**src/rtl/romulator_pkg.sv**
```systemverilog
// Shared types for the romulator SRAM path: requester ownership and arbiter states.
package romulator_pkg;
   localparam int RAM_ADDR_W = 16;

   typedef enum logic [1:0] {
      OWN_FLASH = 2'd0,
      OWN_CPU   = 2'd1,
      OWN_DIAG  = 2'd2
   } owner_t;

   typedef enum logic [1:0] {
      BOOT   = 2'd0,
      RUN    = 2'd1,
      DRAIN  = 2'd2,
      HALTED = 2'd3
   } arb_state_t;

   // DRAIN keeps the CPU as owner until the settle window has fully elapsed.
   function automatic owner_t owner_of(arb_state_t s);
      case (s)
         BOOT:    return OWN_FLASH;
         HALTED:  return OWN_DIAG;
         default: return OWN_CPU;
      endcase
   endfunction
endpackage

```
**src/rtl/ram_port_arbiter_if.sv**
```systemverilog
// Requester ports, SRAM strobes and CPU halt handshake of the SRAM arbiter.
interface ram_port_arbiter_if
   import romulator_pkg::*;
#(
   parameter int ADDR_W = RAM_ADDR_W
);
   // Strobes are single-cycle qualified: a requester's cs/we reach the SRAM on the
   // same cycle only while it owns the SRAM and gap is low; otherwise they are dropped.
   logic [ADDR_W-1:0] flash_addr, cpu_addr, diag_addr, ram_addr;
   logic [7:0]        flash_din, cpu_din, diag_din, ram_din;
   logic              flash_cs, flash_we, cpu_cs, cpu_we, diag_cs, diag_we;
   logic              ram_cs, ram_we;
   logic              diag_req, diag_ack, halt, rdy;
   owner_t            owner;
   arb_state_t        state;

   modport master (
      input  flash_addr, flash_din, flash_cs, flash_we,
      input  cpu_addr, cpu_din, cpu_cs, cpu_we,
      input  diag_addr, diag_din, diag_cs, diag_we, diag_req,
      output diag_ack, halt, rdy, ram_addr, ram_din, ram_cs, ram_we, owner, state
   );

   modport slave (
      output flash_addr, flash_din, flash_cs, flash_we,
      output cpu_addr, cpu_din, cpu_cs, cpu_we,
      output diag_addr, diag_din, diag_cs, diag_we, diag_req,
      input  diag_ack, halt, rdy, ram_addr, ram_din, ram_cs, ram_we, owner, state
   );
endinterface

```
**src/rtl/phi2_edge_sync.sv**
```systemverilog
// Synchronizes the asynchronous phi2 into clk and emits a registered one-cycle falling-edge pulse.
module phi2_edge_sync #(
   parameter int DEPTH = 2
) (
   input  logic clk,
   input  logic rst,
   input  logic phi2,
   output logic fall
);
   logic [DEPTH-1:0] sync_q;
   logic             prev_q;

   always_ff @(posedge clk) begin
      if (rst) begin
         sync_q <= '0;
         prev_q <= 1'b0;
         fall   <= 1'b0;
      end else begin
         sync_q <= DEPTH'({sync_q, phi2});
         prev_q <= sync_q[DEPTH-1];
         fall   <= prev_q & ~sync_q[DEPTH-1];
      end
   end
endmodule

```
**src/rtl/ram_port_arbiter.sv**
```systemverilog
// Registered ownership FSM for the shared 64 KB SRAM (flash loader, 6502, diagnostics)
// with CPU halt handshake and a one-cycle strobe gap on every ownership change.
module ram_port_arbiter
   import romulator_pkg::*;
#(
   parameter int ADDR_W        = RAM_ADDR_W,
   parameter int SETTLE_CYCLES = 4,
   parameter int PHI2_SYNC     = 2
) (
   input  logic                   clk,
   input  logic                   rst,
   input  logic                   boot_done,
   input  logic                   phi2,
   ram_port_arbiter_if.master     bus
);
   localparam int CNT_W = $clog2(SETTLE_CYCLES + 1);
   localparam logic [CNT_W-1:0] SETTLE_DONE = CNT_W'(SETTLE_CYCLES);

   arb_state_t        state, state_nxt;
   owner_t            owner, owner_nxt;
   logic [CNT_W-1:0]  settle_cnt, settle_nxt;
   logic              rdy, halt, diag_ack, gap;
   logic              phi2_fall;

   logic [ADDR_W-1:0] sel_addr;
   logic [7:0]        sel_din;
   logic              sel_cs, sel_we;

   phi2_edge_sync #(.DEPTH(PHI2_SYNC)) u_phi2_sync (
      .clk  (clk),
      .rst  (rst),
      .phi2 (phi2),
      .fall (phi2_fall)
   );

   // settle_cnt == 0 means "no phi2 fall seen yet in this DRAIN"; it then counts 1..SETTLE_CYCLES.
   always_comb begin
      state_nxt  = state;
      settle_nxt = settle_cnt;
      case (state)
         BOOT: if (boot_done) state_nxt = RUN;
         RUN:  if (bus.diag_req) state_nxt = DRAIN;
         DRAIN: begin
            if (!bus.diag_req) begin
               state_nxt  = RUN;
               settle_nxt = '0;
            end else if (settle_cnt == SETTLE_DONE) begin
               state_nxt  = HALTED;
               settle_nxt = '0;
            end else if (settle_cnt != '0) begin
               settle_nxt = settle_cnt + 1'b1;
            end else if (phi2_fall) begin
               settle_nxt = CNT_W'(1);
            end
         end
         HALTED: if (!bus.diag_req) state_nxt = RUN;
         default: state_nxt = BOOT;
      endcase
      if (!boot_done) begin
         state_nxt  = BOOT;
         settle_nxt = '0;
      end
   end

   assign owner_nxt = owner_of(state_nxt);

   // Outputs are decoded from the next state so they change on the same edge as the state.
   always_ff @(posedge clk) begin
      if (rst) begin
         state      <= BOOT;
         owner      <= OWN_FLASH;
         settle_cnt <= '0;
         rdy        <= 1'b0;
         halt       <= 1'b0;
         diag_ack   <= 1'b0;
         gap        <= 1'b1;
      end else begin
         state      <= state_nxt;
         owner      <= owner_nxt;
         settle_cnt <= settle_nxt;
         rdy        <= (state_nxt == RUN);
         halt       <= (state_nxt == DRAIN) || (state_nxt == HALTED);
         diag_ack   <= (state_nxt == HALTED);
         gap        <= (owner_nxt != owner);
      end
   end

   always_comb begin
      sel_addr = '0;
      sel_din  = '0;
      sel_cs   = 1'b0;
      sel_we   = 1'b0;
      case (owner)
         OWN_FLASH: begin
            sel_addr = bus.flash_addr;
            sel_din  = bus.flash_din;
            sel_cs   = bus.flash_cs;
            sel_we   = bus.flash_we;
         end
         OWN_CPU: begin
            sel_addr = bus.cpu_addr;
            sel_din  = bus.cpu_din;
            sel_cs   = bus.cpu_cs;
            sel_we   = bus.cpu_we;
         end
         OWN_DIAG: begin
            sel_addr = bus.diag_addr;
            sel_din  = bus.diag_din;
            sel_cs   = bus.diag_cs;
            sel_we   = bus.diag_we;
         end
         default: ;
      endcase
   end

   // Address/data are also parked at zero during the gap so the SRAM bus is quiet across a handover.
   assign bus.ram_addr = gap ? '0 : sel_addr;
   assign bus.ram_din  = gap ? '0 : sel_din;
   assign bus.ram_cs   = sel_cs & ~gap;
   assign bus.ram_we   = sel_we & ~gap;
   assign bus.owner    = owner;
   assign bus.state    = state;
   assign bus.rdy      = rdy;
   assign bus.halt     = halt;
   assign bus.diag_ack = diag_ack;
endmodule

```
**src/flat_wrapper.sv**
```systemverilog
// flat-port wrapper written by rule: the top's interface ports become plain ports
module ram_port_arbiter_flat import romulator_pkg::*;
#(
   parameter int ADDR_W        = RAM_ADDR_W,
   parameter int SETTLE_CYCLES = 4,
   parameter int PHI2_SYNC     = 2
)
  (clk, rst, boot_done, phi2, bus_flash_addr, bus_flash_din, bus_flash_cs, bus_flash_we, bus_cpu_addr, bus_cpu_din, bus_cpu_cs, bus_cpu_we, bus_diag_addr, bus_diag_din, bus_diag_cs, bus_diag_we, bus_diag_req, bus_diag_ack, bus_halt, bus_rdy, bus_ram_addr, bus_ram_din, bus_ram_cs, bus_ram_we, bus_owner, bus_state);
  ram_port_arbiter_if #(.ADDR_W(ADDR_W)) bus_i ();
  input  logic clk;
  input  logic rst;
  input  logic boot_done;
  input  logic phi2;
  input wire logic [$bits(bus_i.flash_addr)-1:0] bus_flash_addr;
  input wire logic [$bits(bus_i.flash_din)-1:0] bus_flash_din;
  input wire logic [$bits(bus_i.flash_cs)-1:0] bus_flash_cs;
  input wire logic [$bits(bus_i.flash_we)-1:0] bus_flash_we;
  input wire logic [$bits(bus_i.cpu_addr)-1:0] bus_cpu_addr;
  input wire logic [$bits(bus_i.cpu_din)-1:0] bus_cpu_din;
  input wire logic [$bits(bus_i.cpu_cs)-1:0] bus_cpu_cs;
  input wire logic [$bits(bus_i.cpu_we)-1:0] bus_cpu_we;
  input wire logic [$bits(bus_i.diag_addr)-1:0] bus_diag_addr;
  input wire logic [$bits(bus_i.diag_din)-1:0] bus_diag_din;
  input wire logic [$bits(bus_i.diag_cs)-1:0] bus_diag_cs;
  input wire logic [$bits(bus_i.diag_we)-1:0] bus_diag_we;
  input wire logic [$bits(bus_i.diag_req)-1:0] bus_diag_req;
  output wire logic [$bits(bus_i.diag_ack)-1:0] bus_diag_ack;
  output wire logic [$bits(bus_i.halt)-1:0] bus_halt;
  output wire logic [$bits(bus_i.rdy)-1:0] bus_rdy;
  output wire logic [$bits(bus_i.ram_addr)-1:0] bus_ram_addr;
  output wire logic [$bits(bus_i.ram_din)-1:0] bus_ram_din;
  output wire logic [$bits(bus_i.ram_cs)-1:0] bus_ram_cs;
  output wire logic [$bits(bus_i.ram_we)-1:0] bus_ram_we;
  output wire logic [$bits(bus_i.owner)-1:0] bus_owner;
  output wire logic [$bits(bus_i.state)-1:0] bus_state;
  assign bus_i.flash_addr = bus_flash_addr;
  assign bus_i.flash_din = bus_flash_din;
  assign bus_i.flash_cs = bus_flash_cs;
  assign bus_i.flash_we = bus_flash_we;
  assign bus_i.cpu_addr = bus_cpu_addr;
  assign bus_i.cpu_din = bus_cpu_din;
  assign bus_i.cpu_cs = bus_cpu_cs;
  assign bus_i.cpu_we = bus_cpu_we;
  assign bus_i.diag_addr = bus_diag_addr;
  assign bus_i.diag_din = bus_diag_din;
  assign bus_i.diag_cs = bus_diag_cs;
  assign bus_i.diag_we = bus_diag_we;
  assign bus_i.diag_req = bus_diag_req;
  assign bus_diag_ack = bus_i.diag_ack;
  assign bus_halt = bus_i.halt;
  assign bus_rdy = bus_i.rdy;
  assign bus_ram_addr = bus_i.ram_addr;
  assign bus_ram_din = bus_i.ram_din;
  assign bus_ram_cs = bus_i.ram_cs;
  assign bus_ram_we = bus_i.ram_we;
  assign bus_owner = bus_i.owner;
  assign bus_state = bus_i.state;
  ram_port_arbiter #(.ADDR_W(ADDR_W), .SETTLE_CYCLES(SETTLE_CYCLES), .PHI2_SYNC(PHI2_SYNC)) u_core (.clk(clk), .rst(rst), .boot_done(boot_done), .phi2(phi2), .bus(bus_i));
endmodule
```
**config.mk**
```make
export PLATFORM = sky130hd
export DESIGN_NAME = ram_port_arbiter_flat
export DESIGN_NICKNAME = d
export VERILOG_FILES = /design/src/rtl/romulator_pkg.sv /design/src/rtl/ram_port_arbiter_if.sv /design/src/rtl/phi2_edge_sync.sv /design/src/rtl/ram_port_arbiter.sv /design/src/flat_wrapper.sv
export SDC_FILE = /design/constraint.sdc
export NUM_CORES = 1
export LEC_CHECK = 0
export BUFFER_PORTS_ARGS = -buffer_cell sky130_fd_sc_hd__buf_4
export CAP_MARGIN = 20
export CORE_MARGIN = 4
export CORE_UTILIZATION = 43
export DETAILED_ROUTE_END_ITERATION = 7
export GPL_TIMING_DRIVEN = 0
export MAX_ROUTING_LAYER = met4
export PLACE_DENSITY = 0.86
export SKIP_CTS_REPAIR_TIMING = 1
export SLEW_MARGIN = 20
export SYNTH_ARGS = -nofsm -noshare
export SYNTH_HDL_FRONTEND = slang
export SYNTH_SLANG_ARGS = --single-unit
```
**constraint.sdc**
```tcl
create_clock -name clk -period 3.5 [get_ports clk]
set_input_delay 0.525 -clock clk [delete_from_list [all_inputs] [get_ports clk]]
set_output_delay 0.525 -clock clk [all_outputs]
set_load 0.1 [all_outputs]
```
==> results of run 1 <==
==> layout by cell type, fill, tap and decap left out, types with 2 or more instances in the layout <==
| cell type | instances |
|---|---|
| a21oi_1 | 5 |
| a21oi_2 | 26 |
| buf_12 | 2 |
| buf_2 | 3 |
| buf_4 | 120 |
| clkbuf_1 | 2 |
| clkbuf_4 | 3 |
| dfxtp_1 | 14 |
| ha_1 | 4 |
| inv_1 | 4 |
| mux2i_1 | 27 |
| nand2_1 | 27 |
| nand2b_1 | 3 |
| nor2_1 | 3 |
| nor2b_1 | 5 |
| nor3b_1 | 3 |
| o211ai_1 | 2 |
| o21ai_1 | 4 |
| or2_0 | 2 |
| or2_1 | 24 |
==> power groups by stage <==
| stage | sequential (mW) | combinational, mW | clock, mW |
|---|---|---|---|
| CTS | 0.167 | 0.418 | 0.115 |
| global route | 0.168 | 0.436 | 0.124 |
| global placement | 0.171 | 0.414 | 0 |
| finish | 0.167 | 0.415 | 0.113 |
| floorplan | 0.190 | 0.270 | 0 |
| detailed placement | 0.171 | 0.417 | 0 |
==> cells by family after synthesis <==
logic type	count (synthesis)	share of synthesized area, %
AO/OA/AOI/OAI	40	19.5
adder cells (fa/ha/maj)	4	3.45
XOR/XNOR	1	0.605
multiplexers	27	18.7
AND/OR/NAND/NOR	76	28.9
flip-flops	14	19.3
buffers and inverters	19	9.50
==> worst max-delay path: cells and delay by family, from the launching register on <==
family / cells / cell delay [ps]
buffers and inverters: 3 / 1250
flip-flops: 1 / 310
AO/OA/AOI/OAI: 1 / 50
==> final timing paths <==
kind                                                              start                                 end  slack [ps]
worst max-delay path                              u_core.gap$_SDFF_PP1_                    bus_ram_addr[12]        1080
worst min-delay path            u_core.u_phi2_sync.sync_q[1]$_SDFF_PP0_  u_core.u_phi2_sync.fall$_SDFF_PP0_         420
worst max register to register        u_core.settle_cnt[0]$_SDFFE_PP0P_               u_core.gap$_SDFF_PP1_        1440
worst min register to register  u_core.u_phi2_sync.sync_q[1]$_SDFF_PP0_  u_core.u_phi2_sync.fall$_SDFF_PP0_         420
==> synthesized netlist by cell type, drive strengths merged (2+ instances only) <==
cell type	count	area share, %
buf	13	7.9
nor2	3	0.78
o211ai	2	1.0
ha	4	3.5
dfxtp	14	19
or2	26	11
o21ai	4	1.4
nand2	27	7.0
nor2b	5	2.2
inv	4	1.0
nand2b	3	1.3
nor3b	3	1.6
mux2i	27	19
clkbuf	2	0.52
a21oi	31	15
==> state kept, by name (all words and copies together) (netlist names) <==
name                       cells
u_core.settle_cnt              3
u_core.bus.owner               2
u_core.bus.state               2
u_core.u_phi2_sync.sync_q      2
u_core.bus.halt                1
u_core.bus.rdy                 1
u_core.gap                     1
u_core.u_phi2_sync.fall        1
u_core.u_phi2_sync.prev_q      1
==> routing by layer <==
layer / GRT usage [%] / vias to the layer above / part of all wire [%]
met3: 4.93 / 4 / 10
li1: - / 850 / -
met2: 37.8 / 76 / 50
met1: 24.6 / 744 / 39
met5: - / - / 0
met4: 2.54 / 0 / 0.73
==> stage by stage <==
stage / hold slack, ps / std cells
2_1_floorplan: 388 / 181
3_3_place_gp: 407 / 339
3_5_place_dp: 404 / 339
4_1_cts: 420 / 343
5_1_grt: 441 / 343
6_report: 417 / 343
==> layout make-up <==
cell class / count / share of cell area [%]
plain buffers: 15 / 5.05
flip-flops and latches: 14 / 11.6
multi-input cells: 148 / 43.7
well taps: 44 / 2.27
clock buffers: 4 / 1.50
inverters: 4 / 0.619
repair buffers: 114 / 35.3
==> flow_summary_export.csv, run 1 <==
group,metric,value,unit
cells_and_area,area_growth,67.4,%
timing,period_needed,2420,ps
clock_tree,clock-sinks,14,
detailed_routing,drtIter0Drc,70,
power_and_ir_drop,switchingPower,0.333,mW
setup_path,arrival,1890,ps
yosys,synth.avg_cell_area,8.00,sq um
cells_and_area,final_area,2430,sq um
power_and_ir_drop,power.density,287,nW/um^2
cells_and_area,utilization,77.6,%
setup_path,cp_slowest_cell,"clkbuf_1",
power_and_ir_drop,peakVddDrop,0.000305,V
setup_path,critical_path.max_stage_delay,580,ps
detailed_routing,drt_pre_antenna_iters,4,
yosys,ys_seq_area_share,19.3,%
min_path,holdPathStages,1,
yosys,ys_warn_count,0,
timing,finalWorstSetupSlack,1080,ps
global_routing,grt_pass1_wl,7210,um
yosys,synthDistinctLibCells,34,
yosys,synth_edf_count,0,
place,place_ws,1390,ps
clock_tree,path_clk_slew,80,ps
power_and_ir_drop,pwr-share-seq,24.1,%
timing,setup_viol,0,
power_and_ir_drop,power,0.695,mW
power_and_ir_drop,pwr-share-comb,59.7,%
clock_tree,cts_buffer_depth,2,
power_and_ir_drop,p_int,0.363,mW
cells_and_area,multi_input_area,1060,sq um
place,place_area,2390,sq um
clock_tree,insertion_delay,280,ps
timing,rsz0062_at_grt,"false",
setup_path,ff2ff_path_depth,9,
global_routing,antenna_found_initial,0,
timing,tns,0,ps
timing,fin_skew,2.22,ps
min_path,min_path_type,"flip-flop to flip-flop",
global_routing,grt_util_all_layers,21.1,%
clock_tree,htreeDepth,1,
cells_and_area,antennaDiodeCount,0,
floorplanning,pin_count,116,
cells_and_area,fillCellCount,245,
yosys,netlist_instances,181,
detailed_routing,drc_errors,0,
timing,finalMaxSlewViolations,0,
global_routing,grt_pass1_vias,1526,
cells_and_area,final_nets,387,
cells_and_area,seqCellArea,280,sq um
yosys,synth_seq_cells,14,
global_routing,grt_max_degree,11,
cells_and_area,drive_gt1_share,52.2,%
detailed_routing,drt-total-wl,4690,um
flow_run,cap_violations,0,
clock_tree,cts-root-buf,"clkbuf_4",
detailed_routing,vias,1674,
yosys,syn_nets,268,
floorplanning,dieArea,4360,sq um
setup_path,path_cells,"buf_1 -> clkbuf_1 -> a21oi_2 -> buf_4",
yosys,ys.flop_type,"dfxtp_1",
status,outcome,"finished clean",
yosys,synthArstFlopShare,0,%
place,gp_congestion,0.810,
clock_tree,tritoncts,"built",
clock_tree,cts_buffers,3,
floorplanning,chipWidth,66.0,um
place,dp_hpwl,3910,um
detailed_routing,vias_per_cell,4.88,
timing,max_freq,413,MHz
power_and_ir_drop,power_leakage,1.09,nW
yosys,syn_area,1450,sq um
floorplanning,rows,20,
setup_path,required,2970,ps
timing,worst_pin_slew,675,ps
floorplanning,die_h,66.0,um
timing,fin_crit_sh,69.1,%
power_and_ir_drop,clkPwrFrac,16.2,%
floorplanning,core_region_area,3130,sq um
setup_path,critPathMaxFanout,10,
place,io_buffers,114,
setup_path,worstSetupPathType,"flip-flop to output pin",
setup_path,cp-start-kind,"flip-flop",
floorplanning,initial_core_util,46.3,%
timing,relSlewSlack,55.0,%
detailed_routing,postRouteAntennaNets,0,
global_routing,grt-ovfl-total,0,
timing,finalHoldViolations,0,
detailed_routing,wire_per_inst,13.7,um
power_and_ir_drop,p_sw_share,47.8,%
setup_path,cp-end-kind,"output pin",
Power figures use the tool's default switching activity.
==> run 2: changes to the inputs <==
Settings changed: CORE_UTILIZATION 43 to 36, PLACE_DENSITY 0.86 to 0.77.
Clock period 3.5 ns to 2.2 ns, I/O delays scaled along.
==> flow_summary_export.csv, run 2 (synthesis results as in run 1) <==
group,metric,value,unit
setup_path,cp_top_family,"flip-flops",
flow_run,cap_violations,0,
floorplanning,initial_core_util,38.4,%
timing,rsz0062_at_grt,"false",
global_routing,antenna_found_initial,0,
floorplanning,die_h,71.4,um
cells_and_area,fillCellCount,317,
cells_and_area,area_growth,87.5,%
floorplanning,dieArea,5100,sq um
setup_path,path_cells,"clkbuf_4 -> a21oi_4 -> buf_4",
power_and_ir_drop,power,1.26,mW
global_routing,grt-ovfl-total,0,
place,placedCellCount,343,
cells_and_area,top_register,"u_core.settle_cnt",
timing,finalHoldViolations,0,
setup_path,required,1870,ps
cells_and_area,seqCellArea,290,sq um
timing,fin_skew,2.08,ps
detailed_routing,drtIter0Drc,57,
detailed_routing,wire_per_inst,14.3,um
timing,setup_viol,0,
place,gp_congestion,0.747,
cells_and_area,final_nets,386,
timing,max_freq,480,MHz
clock_tree,tritoncts,"built",
clock_tree,clock-sinks,14,
cells_and_area,antennaDiodeCount,0,
global_routing,grt_pass1_wl,7970,um
setup_path,r2r_slack,230,ps
setup_path,critical_path.max_stage_delay,740,ps
timing,fin_crit_sh,94.8,%
setup_path,arrival,1750,ps
place,place_area,2600,sq um
setup_path,cp-end-kind,"output pin",
floorplanning,pin_count,116,
cells_and_area,final_cell_count_no_fill,346,
timing,relSlewSlack,56.1,%
clock_tree,path_clk_slew,60,ps
clock_tree,cts-root-buf,"clkbuf_8",
floorplanning,rows,22,
setup_path,cp_slowest_cell,"dfxtp_1",
detailed_routing,drt-total-wl,4960,um
cells_and_area,multi_input_area,1270,sq um
timing,finalMaxSlewViolations,0,
clock_tree,insertion_delay,240,ps
detailed_routing,drt_pre_antenna_iters,4,
global_routing,grt_util_all_layers,19.5,%
power_and_ir_drop,power.density,463,nW/um^2
detailed_routing,postRouteAntennaNets,0,
place,dp_hpwl,4060,um
clock_tree,htreeDepth,1,
cells_and_area,layout.cells.most_common,"buf_4",
power_and_ir_drop,peakVddDrop,0.000558,V
timing,worst_pin_slew,658,ps
setup_path,cp-start-kind,"flip-flop",
cells_and_area,mostFrequentLayoutCells,"buf_4, mux2i_1, nand2_1",
global_routing,grt_pass1_vias,1683,
floorplanning,core_region_area,3770,sq um
setup_path,crit_buf_inv,2,
timing,whs,305,ps
cells_and_area,drive_gt1_share,55.4,%
setup_path,critPathMaxFanout,10,
place,io_buffers,114,
cells_and_area,final_area,2720,sq um
cells_and_area,largest_register_ffs,3,
detailed_routing,drc_errors,0,
global_routing,grt_max_degree,11,
detailed_routing,vias,1680,
setup_path,worstSetupPathType,"flip-flop to output pin",
status,outcome,"finished clean",
min_path,min_path_type,"primary input to flip-flop",
clock_tree,cts_buffer_depth,2,
power_and_ir_drop,power_leakage,1.14,nW
timing,period_needed,2080,ps
timing,tns,0,ps
detailed_routing,vias_per_cell,4.86,
floorplanning,chipWidth,71.4,um
clock_tree,cts_buffers,3,
-- run 2: path summary, 6_finish.rpt --
check | from | end | cells after the start
setup / recovery | u_core.gap$_SDFF_PP1_ | bus_ram_din[4] | 3
hold / removal | phi2 | u_core.u_phi2_sync.sync_q[0]$_SDFF_PP0_ | 2
setup reg to reg | u_core.settle_cnt[0]$_SDFFE_PP0P_ | u_core.gap$_SDFF_PP1_ | 9
hold reg to reg | u_core.u_phi2_sync.sync_q[1]$_SDFF_PP0_ | u_core.u_phi2_sync.fall$_SDFF_PP0_ | 1
-- run 2: metrics by stage --
step	worst slack, ps	util, %
after floorplan	53.1	-
after global placement	83.3	69.0
after detailed placement	74.6	69.0
after CTS	-199	70.4
after global routing	23.3	72.0
final	115	72.0
-- run 2: power breakdown --
| group | switching (mW) | internal, mW |
|---|---|---|
| logic | 0.483 | 0.248 |
| clock network | 0.0915 | 0.158 |
| registers | 0.0154 | 0.261 |
| total | 0.590 | 0.668 |
-- run 2: layout make-up --
| type | count | area share [%] |
|---|---|---|
| sequential | 14 | 10.7 |
| buffer | 14 | 4.70 |
| inverter | 4 | 0.553 |
| timing repair buffer | 114 | 32.9 |
| multi-input combinational | 148 | 46.9 |
| clock buffer | 4 | 2.03 |
| tap | 48 | 2.21 |
-- run 2: per-layer routing --
metal	routed length [um]	track usage [%]	vias to the layer above
met1	2120	24.1	751
met2	2390	32.9	76
met3	390	2.66	6
li1	-	-	847
met5	0	-	-
met4	66	5.64	0
